## src/rtl/rsa_frame_controller.sv

```systemverilog
// rsa_frame_controller: collects a little-endian (value, exponent, modulus) request frame from
// received bytes, launches one modular exponentiation per frame, then streams the result back
// to the transmitter one byte at a time, least significant byte first.
module rsa_frame_controller #(
  parameter int MSG_WIDTH      = 16,
  parameter int KEY_WIDTH      = 32,
  parameter int TIMEOUT_CYCLES = 1_000_000
) (
  input  logic                 clk_in,
  input  logic                 rst_in,
  input  logic [7:0]           rx_byte_in,
  input  logic                 rx_valid_in,
  output logic [MSG_WIDTH-1:0] value_out,
  output logic [KEY_WIDTH-1:0] exponent_out,
  output logic [KEY_WIDTH-1:0] modulus_out,
  output logic                 expmod_ready_out,
  input  logic [KEY_WIDTH-1:0] expmod_result_in,
  input  logic                 expmod_valid_in,
  output logic [7:0]           tx_byte_out,
  output logic                 tx_valid_out,
  input  logic                 tx_busy_in,
  output logic                 busy_out,
  output logic                 error_out
);

  localparam int FRAME_BITS = MSG_WIDTH + 2 * KEY_WIDTH;
  localparam int RX_BYTES   = (FRAME_BITS + 7) / 8;
  localparam int TX_BYTES   = (KEY_WIDTH + 7) / 8;
  localparam int RXC_W      = $clog2(RX_BYTES + 1);
  localparam int TXC_W      = $clog2(TX_BYTES + 1);
  localparam int TMR_W      = $clog2(TIMEOUT_CYCLES + 1);

  localparam logic [RXC_W-1:0] RX_LAST  = RXC_W'(RX_BYTES - 1);
  localparam logic [TXC_W-1:0] TX_TOTAL = TXC_W'(TX_BYTES);
  localparam logic [TMR_W-1:0] TMR_LAST = TMR_W'(TIMEOUT_CYCLES - 1);

  typedef enum logic [2:0] {
    S_IDLE,
    S_RECV,
    S_LAUNCH,
    S_WAIT,
    S_SEND,
    S_GAP
  } state_t;

  state_t                  state_q, state_d;
  logic [FRAME_BITS-1:0]   frame_q, frame_d;
  logic [RXC_W-1:0]        rx_count_q, rx_count_d;
  logic [TMR_W-1:0]        timer_q, timer_d;
  logic [KEY_WIDTH-1:0]    shift_q, shift_d;
  logic [TXC_W-1:0]        tx_count_q, tx_count_d;
  logic                    ready_q, ready_d;
  logic                    tx_valid_q, tx_valid_d;
  logic [7:0]              tx_byte_q, tx_byte_d;
  logic                    error_q, error_d;
  logic                    busy_q, busy_d;

  logic [FRAME_BITS-1:0]   frame_ins;
  logic [RXC_W-1:0]        byte_idx;

  // Field slices are taken straight from the frame register so the core sees them the moment
  // the frame is complete; bits past the last field (padding in the final byte) are never stored.
  assign value_out        = frame_q[MSG_WIDTH-1:0];
  assign exponent_out     = frame_q[MSG_WIDTH +: KEY_WIDTH];
  assign modulus_out      = frame_q[MSG_WIDTH + KEY_WIDTH +: KEY_WIDTH];

  assign expmod_ready_out = ready_q;
  assign tx_valid_out     = tx_valid_q;
  assign tx_byte_out      = tx_byte_q;
  assign error_out        = error_q;
  assign busy_out         = busy_q;

  // Frame with the incoming byte merged at the current byte index; a new frame starts from zero.
  always_comb begin
    byte_idx  = (state_q == S_IDLE) ? '0 : rx_count_q;
    frame_ins = (state_q == S_IDLE) ? '0 : frame_q;
    for (int b = 0; b < FRAME_BITS; b++) begin
      if ((b / 8) == int'(byte_idx)) begin
        frame_ins[b] = rx_byte_in[3'(b % 8)];
      end
    end
  end

  // Sequencer next-state and datapath updates; pulse outputs default low every cycle.
  always_comb begin
    state_d    = state_q;
    frame_d    = frame_q;
    rx_count_d = rx_count_q;
    timer_d    = timer_q;
    shift_d    = shift_q;
    tx_count_d = tx_count_q;
    ready_d    = 1'b0;
    tx_valid_d = 1'b0;
    tx_byte_d  = tx_byte_q;
    error_d    = 1'b0;

    case (state_q)
      S_IDLE: begin
        if (rx_valid_in) begin
          frame_d    = frame_ins;
          rx_count_d = RXC_W'(1);
          timer_d    = '0;
          state_d    = S_RECV;
        end
      end

      S_RECV: begin
        if (rx_valid_in) begin
          frame_d    = frame_ins;
          rx_count_d = rx_count_q + 1'b1;
          timer_d    = '0;
          if (rx_count_q == RX_LAST) begin
            state_d = S_LAUNCH;
          end
        end else if (timer_q == TMR_LAST) begin
          error_d    = 1'b1;
          timer_d    = '0;
          rx_count_d = '0;
          state_d    = S_IDLE;
        end else begin
          timer_d = timer_q + 1'b1;
        end
      end

      S_LAUNCH: begin
        rx_count_d = '0;
        if (modulus_out == '0) begin
          error_d = 1'b1;
          state_d = S_IDLE;
        end else begin
          ready_d = 1'b1;
          state_d = S_WAIT;
        end
      end

      S_WAIT: begin
        if (expmod_valid_in) begin
          shift_d    = expmod_result_in;
          tx_count_d = '0;
          state_d    = S_SEND;
        end
      end

      S_SEND: begin
        if (!tx_busy_in) begin
          tx_byte_d  = shift_q[7:0];
          tx_valid_d = 1'b1;
          shift_d    = shift_q >> 8;
          tx_count_d = tx_count_q + 1'b1;
          state_d    = S_GAP;
        end
      end

      S_GAP: begin
        if (tx_count_q < TX_TOTAL) begin
          state_d = S_SEND;
        end else begin
          state_d = S_IDLE;
        end
      end

      default: begin
        state_d = S_IDLE;
      end
    endcase

    busy_d = (state_d != S_IDLE);
  end

  // State, datapath and registered outputs; reset aborts any frame or transmission at once.
  always_ff @(posedge clk_in or posedge rst_in) begin
    if (rst_in) begin
      state_q    <= S_IDLE;
      frame_q    <= '0;
      rx_count_q <= '0;
      timer_q    <= '0;
      shift_q    <= '0;
      tx_count_q <= '0;
      ready_q    <= 1'b0;
      tx_valid_q <= 1'b0;
      tx_byte_q  <= '0;
      error_q    <= 1'b0;
      busy_q     <= 1'b0;
    end else begin
      state_q    <= state_d;
      frame_q    <= frame_d;
      rx_count_q <= rx_count_d;
      timer_q    <= timer_d;
      shift_q    <= shift_d;
      tx_count_q <= tx_count_d;
      ready_q    <= ready_d;
      tx_valid_q <= tx_valid_d;
      tx_byte_q  <= tx_byte_d;
      error_q    <= error_d;
      busy_q     <= busy_d;
    end
  end

endmodule

```

## config.mk

```make
export PLATFORM = sky130hd
export DESIGN_NAME = rsa_frame_controller
export DESIGN_NICKNAME = d
export VERILOG_FILES = /design/src/rtl/rsa_frame_controller.sv
export SDC_FILE = /design/constraint.sdc
export NUM_CORES = 1
export LEC_CHECK = 0
export CORE_MARGIN = 4
export CORE_UTILIZATION = 34
export DETAILED_ROUTE_END_ITERATION = 8
export REMOVE_ABC_BUFFERS = 1
export SYNTH_ARGS = -nofsm -noshare
export SYNTH_HDL_FRONTEND = slang
export SYNTH_SLANG_ARGS = --single-unit
```

## constraint.sdc

```tcl
create_clock -name clk_in -period 10.5 [get_ports clk_in]
set_input_delay 2.1 -clock clk_in [delete_from_list [all_inputs] [get_ports clk_in]]
set_output_delay 2.1 -clock clk_in [all_outputs]
set_load 0.02 [all_outputs]
```

# Word level (Yosys, flattened, before mapping)
# Cells that the tools add are included.
# word_totals
register_bits,154
wordCells,190
input_bits,45
out_inout_bits,92
# classes
muxes,113
reduce_logical,32
bitwise_logic,1
add_sub_neg,3
n_eq_ne,20
magnitude_cmp,1
# ops
op,count
$mux 1,87
$mux 80,1
$mux 32,2
$pmux 32 s2,1
$mux 20,3
$pmux 20 s2,1
$reduce_and 3->1,12
$logic_not 32->1,1
$mux 3,9
$eq 4x4->1 const A,6
$reduce_bool 2->1,12
$add 20x1->20 const B,1
$eq 20x20->1 const B,1
$pmux 3 s6,1
$mux 4,4
$pmux 4 s3,1
$eq 3x4->1 const A,2
$eq 3x2->1 const B,2
$eq 3x3->1 const B,2
$ne 2x2->1 const B,3
$pmux 3 s2,1
$reduce_bool 3->1,2
$add 4x1->4 const B,1
$eq 2x4->1 const A,1
12 further kinds,13

# Logic depth before layout (Yosys ltp)
# logic_depth
word_depth,5
depth_mapped,9
depth_no_buf,6

# Worst setup path before layout
# Ideal clock, no wire load.
# synth_timing
path_type,input port to flip-flop
start,input port rx_valid_in
end,register timer_q[6]
required_time_ps,10428
stages,6
n_path_buf,2
slack_ps,7241
setup_ps,72
t_arrival_ps,3188
cell_sequence,buf_2 > or3_4 > a21oi_2 > nor2_4 > buf_6 > nor2_1
# synth_between
elab_chain_cells,2
elab_cells_between_ends,4
classes_between,eq/ne (1); mux (2); reduce/logical (1)
# synth_rtl
item,line,rtl
start: declaration,12,"input logic rx_valid_in,"
$mux 20 or $ne 2x2->1 (tied branches),n/a,
$pmux 20 s2 or $reduce_and 2->1 (tied branches),n/a,
end signal: assignment,188,timer_q <= timer_d;
end: declaration,49,"logic [TMR_W-1:0] timer_q, timer_d;"
# Several ways; a longest one is shown, not always the timed one.
# A chain may end at the register's enable or synchronous reset.

# Final worst setup path
# layout_timing
start,input port rx_valid_in
end,register frame_q[11]
# layout_between
elab_chain_cells,1
# layout_rtl
item,line,rtl
$reduce_and 3->1 (no source line),n/a,
end signal: assignment,186,frame_q <= frame_d;
end: declaration,47,"logic [FRAME_BITS-1:0] frame_q, frame_d;"
# Every way passes these cells.

==> load_flow_metrics.sql <==
INSERT INTO impl_metrics (metric_group, metric, value, unit) VALUES
('global_routing', 'grt_util_met2', '22.15', '%'),
('floorplan', 'initial_utilization', '34.81', '%'),
('floorplan', 'io_pins', '137', ''),
('timing', 'worst-slew-pin-transition', '0.7683', 'ns'),
('route', 'drt_iter0_markers', '253', ''),
('floorplan', 'core_area', '0.01589', 'mm²'),
('clock_tree', 'cts-hold-fix-buffers', '0', ''),
('status', 'outcome', 'completed', ''),
('run', 'maxCapViolCount', '0', ''),
('cells_and_area', 'antenna_cells_inserted', '0', ''),
('cells_and_area', 'num-nets-final', '696', ''),
('worst_setup_path', 'critPathArrivalTime', '4.12', 'ns'),
('logic_synthesis', 'syn-instance-count', '559', ''),
('worst_setup_path', 'worstSetupStartpointType', 'input port', ''),
('worst_setup_path', 'worst-path-max-fanout', '12', ''),
('logic_synthesis', 'ys_dominant_reg_cell', 'dfrtp_1', ''),
('global_routing', 'use_met1', '16.76', '%'),
('power', 'powerDensity', '261.4', 'mW/mm²'),
('place', 'placement.io_buffers', '92', ''),
('timing', 'drv_slew', '0', ''),
('logic_synthesis', 'post_synth_most_frequent_cells', '114 x dfrtp_1, 113 x nand2_1, 73 x o21ai_0, 41 x buf_4, 25 x nor2_1', ''),
('timing', 'setup_total_negative_slack', '0', 'ns'),
('worst_setup_path', 'critPathRequiredTime', '10.75', 'ns'),
('global_routing', 'global_route_wire_length_before_repair', '19.84', 'mm'),
('power', 'worst_vdd_rail_ir_drop', '138.3', 'µV'),
('route', 'wl_per_cell', '13.82', 'µm'),
('timing', 'max_slew_margin', '48.78', '%'),
('min_path', 'min_delay_worst_type', 'flip-flop to flip-flop', ''),
('global_routing', 'globalRoute.totalOverflow', '0', ''),
('worst_setup_path', 'timing_worst_setup_path_type', 'input port to flip-flop', ''),
('clock_tree', 'post_cts.resized_instances', '0', ''),
('logic_synthesis', 'ys_async_sr_fraction', '100.0', '%'),
('clock_tree', 'cts-htree-levels', '4', ''),
('clock_tree', 'cts_inserted_buffers', '17', ''),
('route', 'total_iterations_of_the_first_detailed_routing_run', '4', ''),
('logic_synthesis', 'post_synth_num_cell_types', '56', ''),
('clock_tree', 'worst_setup_hold_path_clk_slew', '0.06', 'ns'),
('timing', 'setup_repair_after_global_routing_missed_its_margin', 'false', ''),
('clock_tree', 'cts_tree', 'done', ''),
('timing', 'report.final.hold_viol_count', '0', ''),
('worst_setup_path', 'endpoint_kind', 'flip-flop', ''),
('global_routing', 'grt_util_met3', '4.346', '%'),
('timing', 'final.hold.worst_slack', '0.4789', 'ns'),
('timing', 'finalSetupViolCount', '0', ''),
('logic_synthesis', 'yosysMostFrequentCell', 'dfrtp_1', ''),
('timing', 'final.setup_skew', '0.01217', 'ns'),
('place', 'gp_routability_congestion', '0.7960', ''),
('logic_synthesis', 'synth.top_cells.by_area', 'dfrtp_1 52%, nand2_1 7.7%, o21ai_0 6.6%', ''),
('logic_synthesis', 'avgSynthCellArea', '9.891', 'µm²'),
('floorplan', 'dieWidth', '135.5', 'µm'),
('global_routing', 'grt_start_max_net_pins', '63', ''),
('clock_tree', 'ctsLongestPathBuffers', '2', ''),
('min_path', 'min_delay_path_depth', '2', ''),
('global_routing', 'first_global_vias', '3984', ''),
('route', 'vias', '4063', ''),
('global_routing', 'initial_antenna_violation_count', '1', ''),
('cells_and_area', 'stdcell_area', '0.007096', 'mm²'),
('logic_synthesis', 'ff_latch_count_synth', '114', ''),
('cells_and_area', 'layout-drive-gt1-share', '11.36', '%'),
('logic_synthesis', 'post_synth_instance_area', '0.005529', 'mm²'),
('clock_tree', 'post-cts-setup-buffers', '0', ''),
('timing', 'final.min_clock_period', '3.862', 'ns'),
('worst_setup_path', 'worst-r2r-cell-count', '7', ''),
('global_routing', 'top_usage_layer', 'met2', ''),
('clock_tree', 'worst_skew_pair.late_latency', '0.41', 'ns'),
('timing', 'final.period_utilization', '36.78', '%'),
('timing', 'maxClockFrequency', '258.9', 'MHz'),
('power', 'static-leakage-power', '3.015', 'nW'),
('floorplan', 'num_rows', '46', ''),
('global_routing', 'global_routing_usage_summed_across_all_routing_layers', '13.45', '%'),
('route', 'vias_per_cell', '4.638', '');
## per-stage QoR
step | power, mW | setup slack (ns)
6_report | 1.855 | 6.638
5_1_grt | 1.968 | 6.419
3_5_place_dp | 1.254 | 6.200
2_1_floorplan | 1.002 | 5.384
3_3_place_gp | 1.235 | 6.272
4_1_cts | 1.880 | 6.625
## where the power goes
part / internal (mW) / leakage (nW) / switching (mW)
Clock: 0.406 / 0.303 / 0.210
Sequential: 0.574 / 1.52 / 0.102
Combinational: 0.243 / 1.20 / 0.320
## cell type report
cell class	instances	area, µm²
clock buffers	18	439.2
flip-flops and latches	114	2853
clock inverters	14	203.9
multi-input cells	405	2326
fillers	1535	8790
well taps	216	270.3
inverters	13	52.55
repair buffers	96	950.9
## path summary, 6_finish.rpt
path	end	from	slack [ns]
setup / recovery	frame_q[11]$_DFFE_PP0P_	rx_valid_in	6.64
hold / removal	shift_q[6]$_DFFE_PP0P_	shift_q[6]$_DFFE_PP0P_	0.48
setup reg to reg	shift_q[21]$_DFFE_PP0P_	state_q[0]$_DFF_PP0_	7.76
hold reg to reg	shift_q[6]$_DFFE_PP0P_	shift_q[6]$_DFFE_PP0P_	0.48
max in group asynchronous	expmod_ready_out$_DFF_PP0_	rst_in	7.14
min in group asynchronous	tx_byte_out[5]$_DFFE_PP0P_	rst_in	2.18
## layout by cell type, fill, tap and decap left out, types with 3 or more instances in the layout
cell type / n
clkdlybuf4s50_1: 92
nor2_1: 25
nor3_1: 7
inv_1: 11
mux2_2: 10
ha_1: 4
o21ai_1: 3
bufinv_16: 4
nand3_1: 20
clkbuf_16: 17
o21ai_0: 73
nor4_2: 3
nor2_2: 3
clkinvlp_4: 3
buf_4: 4
and3_1: 5
mux2i_1: 24
dfrtp_1: 114
nand2_1: 113
nand3_2: 4
nor4_1: 5
nand4_1: 9
xnor2_1: 5
clkinv_4: 5
o21ai_2: 5
conb_1: 40
xor2_1: 13
## kinds of logic (layout without fill, tap and decap cells)
kind of cell    count (synthesis)  in the layout  synth area share [%]
compound gates                 94             94                 9.550
xor+xnor                       18             18                 2.851
fa+ha+maj                       4              4                0.9052
buf+inv                        79            141                 9.074
flops                         114            114                 51.60
mux                            34             34                 6.382
other cells                     1             40               0.06782
simple gates                  215            215                 19.57
## worst max-delay path: stages
cell and delay [ns]:
clkdlybuf4s50_1 0.73, nand4bb_1 0.40, nor4_2 0.69, o21ai_0 0.20
## layer usage
metal  share of wire, %  up-vias
li1                   -     2016
met1                 44     1931
met2                 50       99
met3                4.5       15
met4                1.1        2
met5               0.11        -
## flip-flops by register name, summed over array words and instances, names as in the netlist
| register | cells |
|---|---|
| state_q | 3 |
| tx_count_q | 3 |
| error_out | 1 |
| tx_byte_out | 8 |
| expmod_ready_out | 1 |
| rx_count_q | 4 |
| timer_q | 20 |
| frame_q | 40 |
| busy_out | 1 |
| tx_valid_out | 1 |
| shift_q | 32 |
(Power assumes the default switching activity.)
